$ cat config.mk
export PLATFORM = sky130hd
export DESIGN_NAME = rf_wb_arbiter
export DESIGN_NICKNAME = d
export VERILOG_FILES = /design/src/rtl/rf_wb_arbiter.sv
export SDC_FILE = /design/constraint.sdc
export NUM_CORES = 1
export LEC_CHECK = 0
export ABC_AREA = 1
export BUFFER_PORTS_ARGS = -buffer_cell sky130_fd_sc_hd__buf_2
export CORE_MARGIN = 2
export CORE_UTILIZATION = 55
export CTS_CLUSTER_DIAMETER = 120
export CTS_CLUSTER_SIZE = 8
export DETAILED_ROUTE_END_ITERATION = 12
export GPL_TIMING_DRIVEN = 0
export HOLD_SLACK_MARGIN = 0.05
export PLACE_DENSITY = 0.87
export SLEW_MARGIN = 20
export SYNTH_ARGS = -nofsm -noshare
export SYNTH_HDL_FRONTEND = slang
export SYNTH_SLANG_ARGS = --single-unit
$ cat constraint.sdc
create_clock -name clk -period 4 [get_ports clk]
set_input_delay 0 -clock clk [delete_from_list [all_inputs] [get_ports clk]]
set_output_delay 0 -clock clk [all_outputs]
set_load 0.01 [all_outputs]
$ cat src/rtl/rf_wb_arbiter.sv
// rf_wb_arbiter
//   Write-side front end of the register file. Merges the main-pipe writeback
//   and the long-latency (mul/div) result port onto the single rf write port.
//   The main pipe always wins the port; mul/div results wait in a small FIFO
//   and drain on idle cycles. A per-register pending scoreboard lets decode
//   stall on registers whose mul/div result has not yet been written.
//
// Handshake: a mul/div result transfers on a rising edge where
//   md_valid && md_ready. md_ready depends only on registered state, so a full
//   FIFO never accepts in the same cycle it pops. Results addressed to r0 are
//   accepted and discarded. The main pipe has no back-pressure; it is asked to
//   insert a bubble through stall_req.
//
// Ports
//   clk, rst                 clock (rising edge), synchronous active-high reset
//   pipe_we, pipe_w, pipe_d  main-pipe writeback
//   md_valid, md_w, md_d     mul/div result input
//   md_ready                 FIFO can accept a result
//   issue_md, issue_w        decode issued a mul/div op to issue_w
//   RFWr, W, din             rf write port
//   pending                  bit r set: register r awaits a mul/div result
//   stall_req                ask the main pipe for a bubble next cycle
//   fifo_count               FIFO occupancy, 0..DEPTH

module rf_wb_arbiter #(
    parameter int DEPTH      = 4,
    parameter int STARVE_MAX = 3,
    localparam int CW = $clog2(DEPTH + 1),
    localparam int AW = $clog2(DEPTH),
    localparam int SW = $clog2(STARVE_MAX + 1)
) (
    input  logic          clk,
    input  logic          rst,
    input  logic          pipe_we,
    input  logic [4:0]    pipe_w,
    input  logic [31:0]   pipe_d,
    input  logic          md_valid,
    input  logic [4:0]    md_w,
    input  logic [31:0]   md_d,
    output logic          md_ready,
    input  logic          issue_md,
    input  logic [4:0]    issue_w,
    output logic          RFWr,
    output logic [4:0]    W,
    output logic [31:0]   din,
    output logic [31:0]   pending,
    output logic          stall_req,
    output logic [CW-1:0] fifo_count
);

    logic [4:0]    fifo_w [DEPTH];
    logic [31:0]   fifo_d [DEPTH];
    logic [AW-1:0] rd_ptr;
    logic [AW-1:0] wr_ptr;
    logic [CW-1:0] count;
    logic [SW-1:0] starve;
    logic [31:0]   pend_q;
    logic [31:0]   pend_next;

    logic pipe_wr;
    logic full;
    logic empty;
    logic push;
    logic pop;

    // A write to r0 is architecturally a no-op, so it leaves the port free.
    assign pipe_wr = pipe_we && (pipe_w != 5'd0);
    assign full    = (count == CW'(DEPTH));
    assign empty   = (count == '0);

    assign md_ready  = !rst && !full;
    assign push      = md_valid && md_ready && (md_w != 5'd0);
    assign pop       = !rst && !pipe_wr && !empty;
    assign stall_req = !rst && (full || (starve == SW'(STARVE_MAX)));

    assign fifo_count = count;
    assign pending    = pend_q;

    always_comb begin
        RFWr = 1'b0;
        W    = 5'd0;
        din  = 32'd0;
        if (!rst) begin
            if (pipe_wr) begin
                RFWr = 1'b1;
                W    = pipe_w;
                din  = pipe_d;
            end else if (!empty) begin
                RFWr = 1'b1;
                W    = fifo_w[rd_ptr];
                din  = fifo_d[rd_ptr];
            end
        end
    end

    // Set is applied after clear so a same-cycle reissue to r keeps it pending.
    always_comb begin
        pend_next = pend_q;
        if (pop) begin
            pend_next[fifo_w[rd_ptr]] = 1'b0;
        end
        if (issue_md && (issue_w != 5'd0)) begin
            pend_next[issue_w] = 1'b1;
        end
        pend_next[0] = 1'b0;
    end

    // Payload storage needs no reset: occupancy is tracked by count/pointers.
    always_ff @(posedge clk) begin
        if (push) begin
            fifo_w[wr_ptr] <= md_w;
            fifo_d[wr_ptr] <= md_d;
        end
    end

    always_ff @(posedge clk) begin
        if (rst) begin
            rd_ptr <= '0;
            wr_ptr <= '0;
            count  <= '0;
            starve <= '0;
            pend_q <= '0;
        end else begin
            if (push) begin
                wr_ptr <= wr_ptr + 1'b1;
            end
            if (pop) begin
                rd_ptr <= rd_ptr + 1'b1;
            end
            case ({push, pop})
                2'b10:   count <= count + 1'b1;
                2'b01:   count <= count - 1'b1;
                default: count <= count;
            endcase
            // Counts cycles a waiting result was denied the port.
            if (empty || pop) begin
                starve <= '0;
            end else if (starve != SW'(STARVE_MAX)) begin
                starve <= starve + 1'b1;
            end
            pend_q <= pend_next;
        end
    end

endmodule

# After elaboration in Yosys (flattened, before gate mapping)
# Memories as Yosys holds them, arrays and structs flattened. A register that Yosys moved wholly into a read port is not among the register bits.
# Index checks and enable logic that the tools add are counted.
[totals]
regBits = 41
ram_bits = 148
input_bits = 84
word_cells = 69
mem_count = 2
[op_classes]
add_sub_neg = 5
magnitude_cmp = 4
n_eq_ne = 5
muxes = 22
bitwise = 3
reduce_logical = 22
[memory_table]
columns = ["name", "words", "word_bits", "rd", "rd_clocked_by_memory_dff", "write_ports", "line", "source"]
rows = [
  ["fifo_d", 4, 32, 1, 1, 1, "52", "logic [31:0] fifo_d [DEPTH];"],
  ["fifo_w", 4, 5, 1, 1, 1, "51", "logic [4:0] fifo_w [DEPTH];"],
]
[ops]
columns = ["cell", "count"]
rows = [
  ["$mux 32", 5],
  ["$and 32x32->32", 1],
  ["$not 32->32", 1],
  ["$or 32x32->32", 1],
  ["$mux 5", 3],
  ["$reduce_bool 5->1", 3],
  ["$lt 5x6->1 const B", 2],
  ["$demux 1 s5", 2],
  ["$ge 5x1->1 const B", 2],
  ["$logic_and 1x1->1", 10],
  ["$mux 2", 4],
  ["$mux 1", 7],
  ["$add 2x1->2 const B", 3],
  ["$pmux 3 s2", 1],
  ["$eq 2x2->1 const B", 2],
  ["$logic_not 1->1", 4],
  ["$add 3x1->3 const B", 1],
  ["$eq 3x3->1 const B", 1],
  ["$logic_not 3->1", 1],
  ["$sub 3x1->3 const B", 1],
  ["$eq 2x1->1 const B", 1],
  ["$logic_or 1x1->1", 2],
  ["$ne 2x2->1 const B", 1],
  ["$reduce_bool 2->1", 1],
  ["$reduce_or 2->1", 1],
]

# Longest topological paths before layout
[logic_depth]
depth_word = 9
ltp_mapped = 14
ltp_nobuf = 14

# Worst setup path after synthesis
# OpenSTA, ideal clock, no wires.
[synth_path]
path_type = "reg2reg"
startpoint = "register count[1] (netlist: fifo_count[1])"
endpoint = "memory fifo_d[0][0], enable pin"
t_arrival_ns = 2.627
t_required_ns = 3.569
path_slack_ns = 0.942
stages_incl_launch_ff = 5
path_buffers = 0
period_less_slack_ns = 3.058
cell_sequence = "dfxtp_1 nor2_1 a21oi_1 nand3_1 nor2_1"
[synth_via]
elab_chain_cells = 7
[synth_lines]
columns = ["item", "line", "source"]
rows = [
  ["start, declared", "55", "logic [CW-1:0] count;"],
  ["start signal, assigned", "131", "2'b10: count <= count + 1'b1;"],
  ["start signal, assigned", "132", "2'b01: count <= count - 1'b1;"],
  ["start signal, assigned", "133", "default: count <= count;"],
  ["$eq 3x3->1", "68", "assign full = (count == CW'(DEPTH));"],
  ["$logic_not 1->1", "71", "assign md_ready = !rst && !full;"],
  ["$logic_and 1x1->1", "71", ""],
  ["via md_ready", "40", "output logic md_ready,"],
  ["$logic_and 1x1->1 (2 in series)", "72", "assign push = md_valid && md_ready && (md_w != 5'd0);"],
  ["$mux 1", "110", "if (push) begin"],
  ["$mux 1 (not written as such)", "112", "fifo_d[wr_ptr] <= md_d;"],
  ["end, declared", "52", ""],
]
# The timed path passes the listed nets, and every way through them passes these cells.

# Worst setup path in the final report
[layout_path]
startpoint = "register count[1] (netlist: fifo_count[1])"
endpoint = "memory fifo_d[1][26], enable pin"
[layout_via]
elab_chain_cells = 7
[layout_lines]
columns = ["item", "line"]
rows = [
  ["$eq 3x3->1", "68"],
  ["$logic_not 1->1", "71"],
  ["$logic_and 1x1->1", "71"],
  ["$logic_and 1x1->1 (2 in series)", "72"],
  ["$mux 1", "110"],
  ["$mux 1 (not written as such)", "112"],
]
# Every way passes these cells.

==> impl_metrics.tcl <==
set metrics [dict create \
    fin_skew_ns 0.00815 \
    slew_headroom_pct 28.3 \
    num_rows 44 \
    combinationalPowerShare_pct 11.2 \
    cts_resized 0 \
    clockRootBuffer "clkbuf_16" \
    drive_above_1_share_pct 23.9 \
    regToRegSetupSlack_ns 1.62 \
    endpoint_kind "flip-flop" \
    synth_mux_area_share_pct 0.124 \
    synth-simple-area-share_pct 17.2 \
    hold_start "pipe_w[4]" \
    start_util_pct 55.8 \
    min_to "starve[0]" \
    crit_type "reg -> reg" \
    final_util_pct 71.2 \
    synth_top_family_by_area "simple AND/OR/NAND/NOR gates" \
    antenna_found_initial 0 \
    clock-sinks 190 \
    cts_buffers 17 \
    r2r_start "fifo_count[1]" \
    netlist_instances 788 \
    synth_area_um2 8050 \
    hold_path.class "in -> reg" \
    synth.avg_cell_area_um2 10.2 \
    period_needed_ns 2.38 \
    crit_buf_inv 1 \
    cts.reportedPaths.clkPinSlew_ns 0.07 \
    synth_area_leaders "edfxtp_1, dfxtp_1, nand2_1" \
    startpoint_type "flip-flop" \
    p_int_mw 3.36 \
    diodes 0 \
    synth_most_common_cell "nand2_1" \
    placed_area_um2 9200 \
    yosysTopAreaCell "edfxtp_1" \
    post_cts.repair.setup_buffers 0 \
    pin_count 159 \
    worstPathArrival_ns 2.51 \
    status "complete, no violations" \
    overflow 0 \
    drc_errors 0 \
    slew_violations 0 \
    syn-num-nets 879 \
    cts_tree "done" \
    switchingPower_mw 1.11 \
    multi_input_area_um2 2500 \
    nNetsFinal 1103 \
    synth-xor-area-share_pct 0.109 \
    cap_violations 0 \
    clock_latency_ns 0.43 \
    rsz0062_at_grt "no" \
    setup_viol 0 \
    cts_buffer_depth 2 \
    grt_usage_pct 26.8 \
    synth_edf_count 148 \
    leakage_nw 3.98 \
    dr.pass1.iters 5 \
    required_ns 4.14 \
    p_per_area_nw_per_um2 435 \
    tightest_slew_ns 1.07 \
    synth.top_cell.area_share_pct 55.2 \
    seqCellArea_um2 5290 \
    drt-total-wl_um 20900 \
    p_sw_share_pct 24.8 \
    die-area_um2 15600 \
    synthAdderAreaFrac_pct 1.18 \
    period_share_pct 59.4 \
    viasPerCell 5.60 \
    crit_chain "nor2_1 > a21oi_1 > nand3_1 > nor2_4 > buf_16" \
    ant_nets 0 \
    synth_compound_area_share_pct 12.0 \
    die_h_um 125 \
    p_clk_share_pct 39.8 \
    critPathMaxStageDelay_ns 0.73 \
    synth-seq-cells 190 \
    worstReg2RegEnd "fifo_d[1][26]" \
    portBuffers 156 \
    ys_types 32 \
    wl_per_cell_um 17.3 \
    grt_max_degree 22 \
    syn_to_final_growth_pct 27.6 \
    fmax_mhz 421 \
    grt_pass1_wl_um 32700 \
    seqPwrFrac_pct 49.1 \
    slowest_stage "nor2_4" \
    gp_congestion 0.814 \
    num-fill-cells 962 \
    crit_family "simple AND/OR/NAND/NOR gates" \
    design_area_um2 10300 \
    worstPathMaxFanout 19 \
    seq_area_frac_synth_pct 65.6 \
    min_path_cells 5 \
    synthFlopType "edfxtp_1" \
    async_reset_ff_share_pct 0 \
    synth_top_cells_by_count "nand2_1, edfxtp_1, nor2_1, a21oi_1, o21ai_0" \
    yosys_warnings 0 \
    place_hpwl_um 13600 \
    ir_worst_vdd_mv 0.355 \
    fp.dieW_um 125 \
    coreArea_um2 14400 \
    h-tree-depth 4 \
    reg2regPathDepth 5 \
    ctsHoldBuffers 45 \
    drt-initial-drc-count 607 \
    vias 6772 \
    grt_pass1_vias 6664 \
    total_power_mw 4.47 \
    hold_violations 0 \
]
logic make-up (layout without fill, tap and decap cells):
logic type | after synthesis | in the layout
AO/OA/AOI/OAI | 184 | 184
AND/OR/NAND/NOR | 336 | 336
adder cells (fa/ha/maj) | 7 | 7
buffers and inverters | 68 | 305
multiplexers | 1 | 1
XOR/XNOR | 1 | 1
other | 1 | 1
flip-flops | 190 | 190
registers in the layout, summed over array words and instances (netlist names), named ones only:
register / cells
fifo_count: 3
fifo_d: 128
fifo_w: 20
pending: 31
rd_ptr: 2
starve: 2
wr_ptr: 2
routing by layer:
metal	share of wire [%]	routed length, um	up-vias	track usage (%)
met3	8.3	1740	44	5.13
met5	0	0	-	0
met4	2.7	572	0	12.0
li1	-	-	3187	-
met2	52	10800	399	47.2
met1	37	7810	3142	32.2
worst reg2reg max path, delay by kind of cell (launching register included):
kind | cells | cell delay, ns
flip-flops | 1 | 0.37
buffers and inverters | 1 | 0.25
AO/OA/AOI/OAI | 1 | 0.18
AND/OR/NAND/NOR | 3 | 1.27
cell usage in the layout, fill, tap and decap left out, drive strengths merged, types with 6 or more instances in the layout:
master       instances
a21oi               77
buf                182
clkbuf              33
clkinv               9
dfxtp               42
dlygate4sd3         45
edfxtp             148
ha                   6
inv                 33
nand2              219
nand3               12
nor2                92
nor3                13
o21ai               73
o22ai               32
power groups by stage:
| stage | Combinational (mW) | Sequential, mW | Clock (mW) |
|---|---|---|---|
| 2_1_floorplan | 0.259 | 2.24 | 0 |
| 3_3_place_gp | 0.426 | 2.24 | 0 |
| 3_5_place_dp | 0.454 | 2.24 | 0 |
| 4_1_cts | 0.492 | 2.19 | 1.79 |
| 5_1_grt | 0.544 | 2.20 | 1.87 |
| 6_report | 0.499 | 2.19 | 1.78 |
cell type report:
cell class	instances	area share, %
inverter	30	1.12
tap	184	2.24
timing repair buffer	205	13.0
buffer	38	1.78
clock buffer	17	4.14
multi-input combinational	530	24.3
clock inverter	15	1.98
sequential	190	51.4
worst max-delay path by stage:
stage	startpoint	end	depth (start not counted)
2_1_floorplan	fifo_count[1]	fifo_d[0][0]	4
3_3_place_gp	fifo_count[1]	fifo_d[3][29]	4
3_5_place_dp	fifo_count[1]	fifo_d[2][26]	5
4_1_cts	fifo_count[1]	fifo_d[2][26]	5
5_1_grt	fifo_count[1]	fifo_count[2]	11
6_report	fifo_count[1]	fifo_d[1][26]	5
metrics by stage:
step | cells | hold WS, ns | setup WS [ns] | setup TNS (ns)
5_1_grt | 1209 | 0.187 | 1.39 | 0
2_1_floorplan | 788 | 0.0989 | 0.942 | 0
3_3_place_gp | 1128 | 0.213 | -0.162 | -9.49
3_5_place_dp | 1132 | 0.219 | 1.63 | 0
6_report | 1209 | 0.146 | 1.62 | 0
4_1_cts | 1209 | 0.129 | 1.62 | 0
Note: power is estimated with default switching activity, not from simulation.
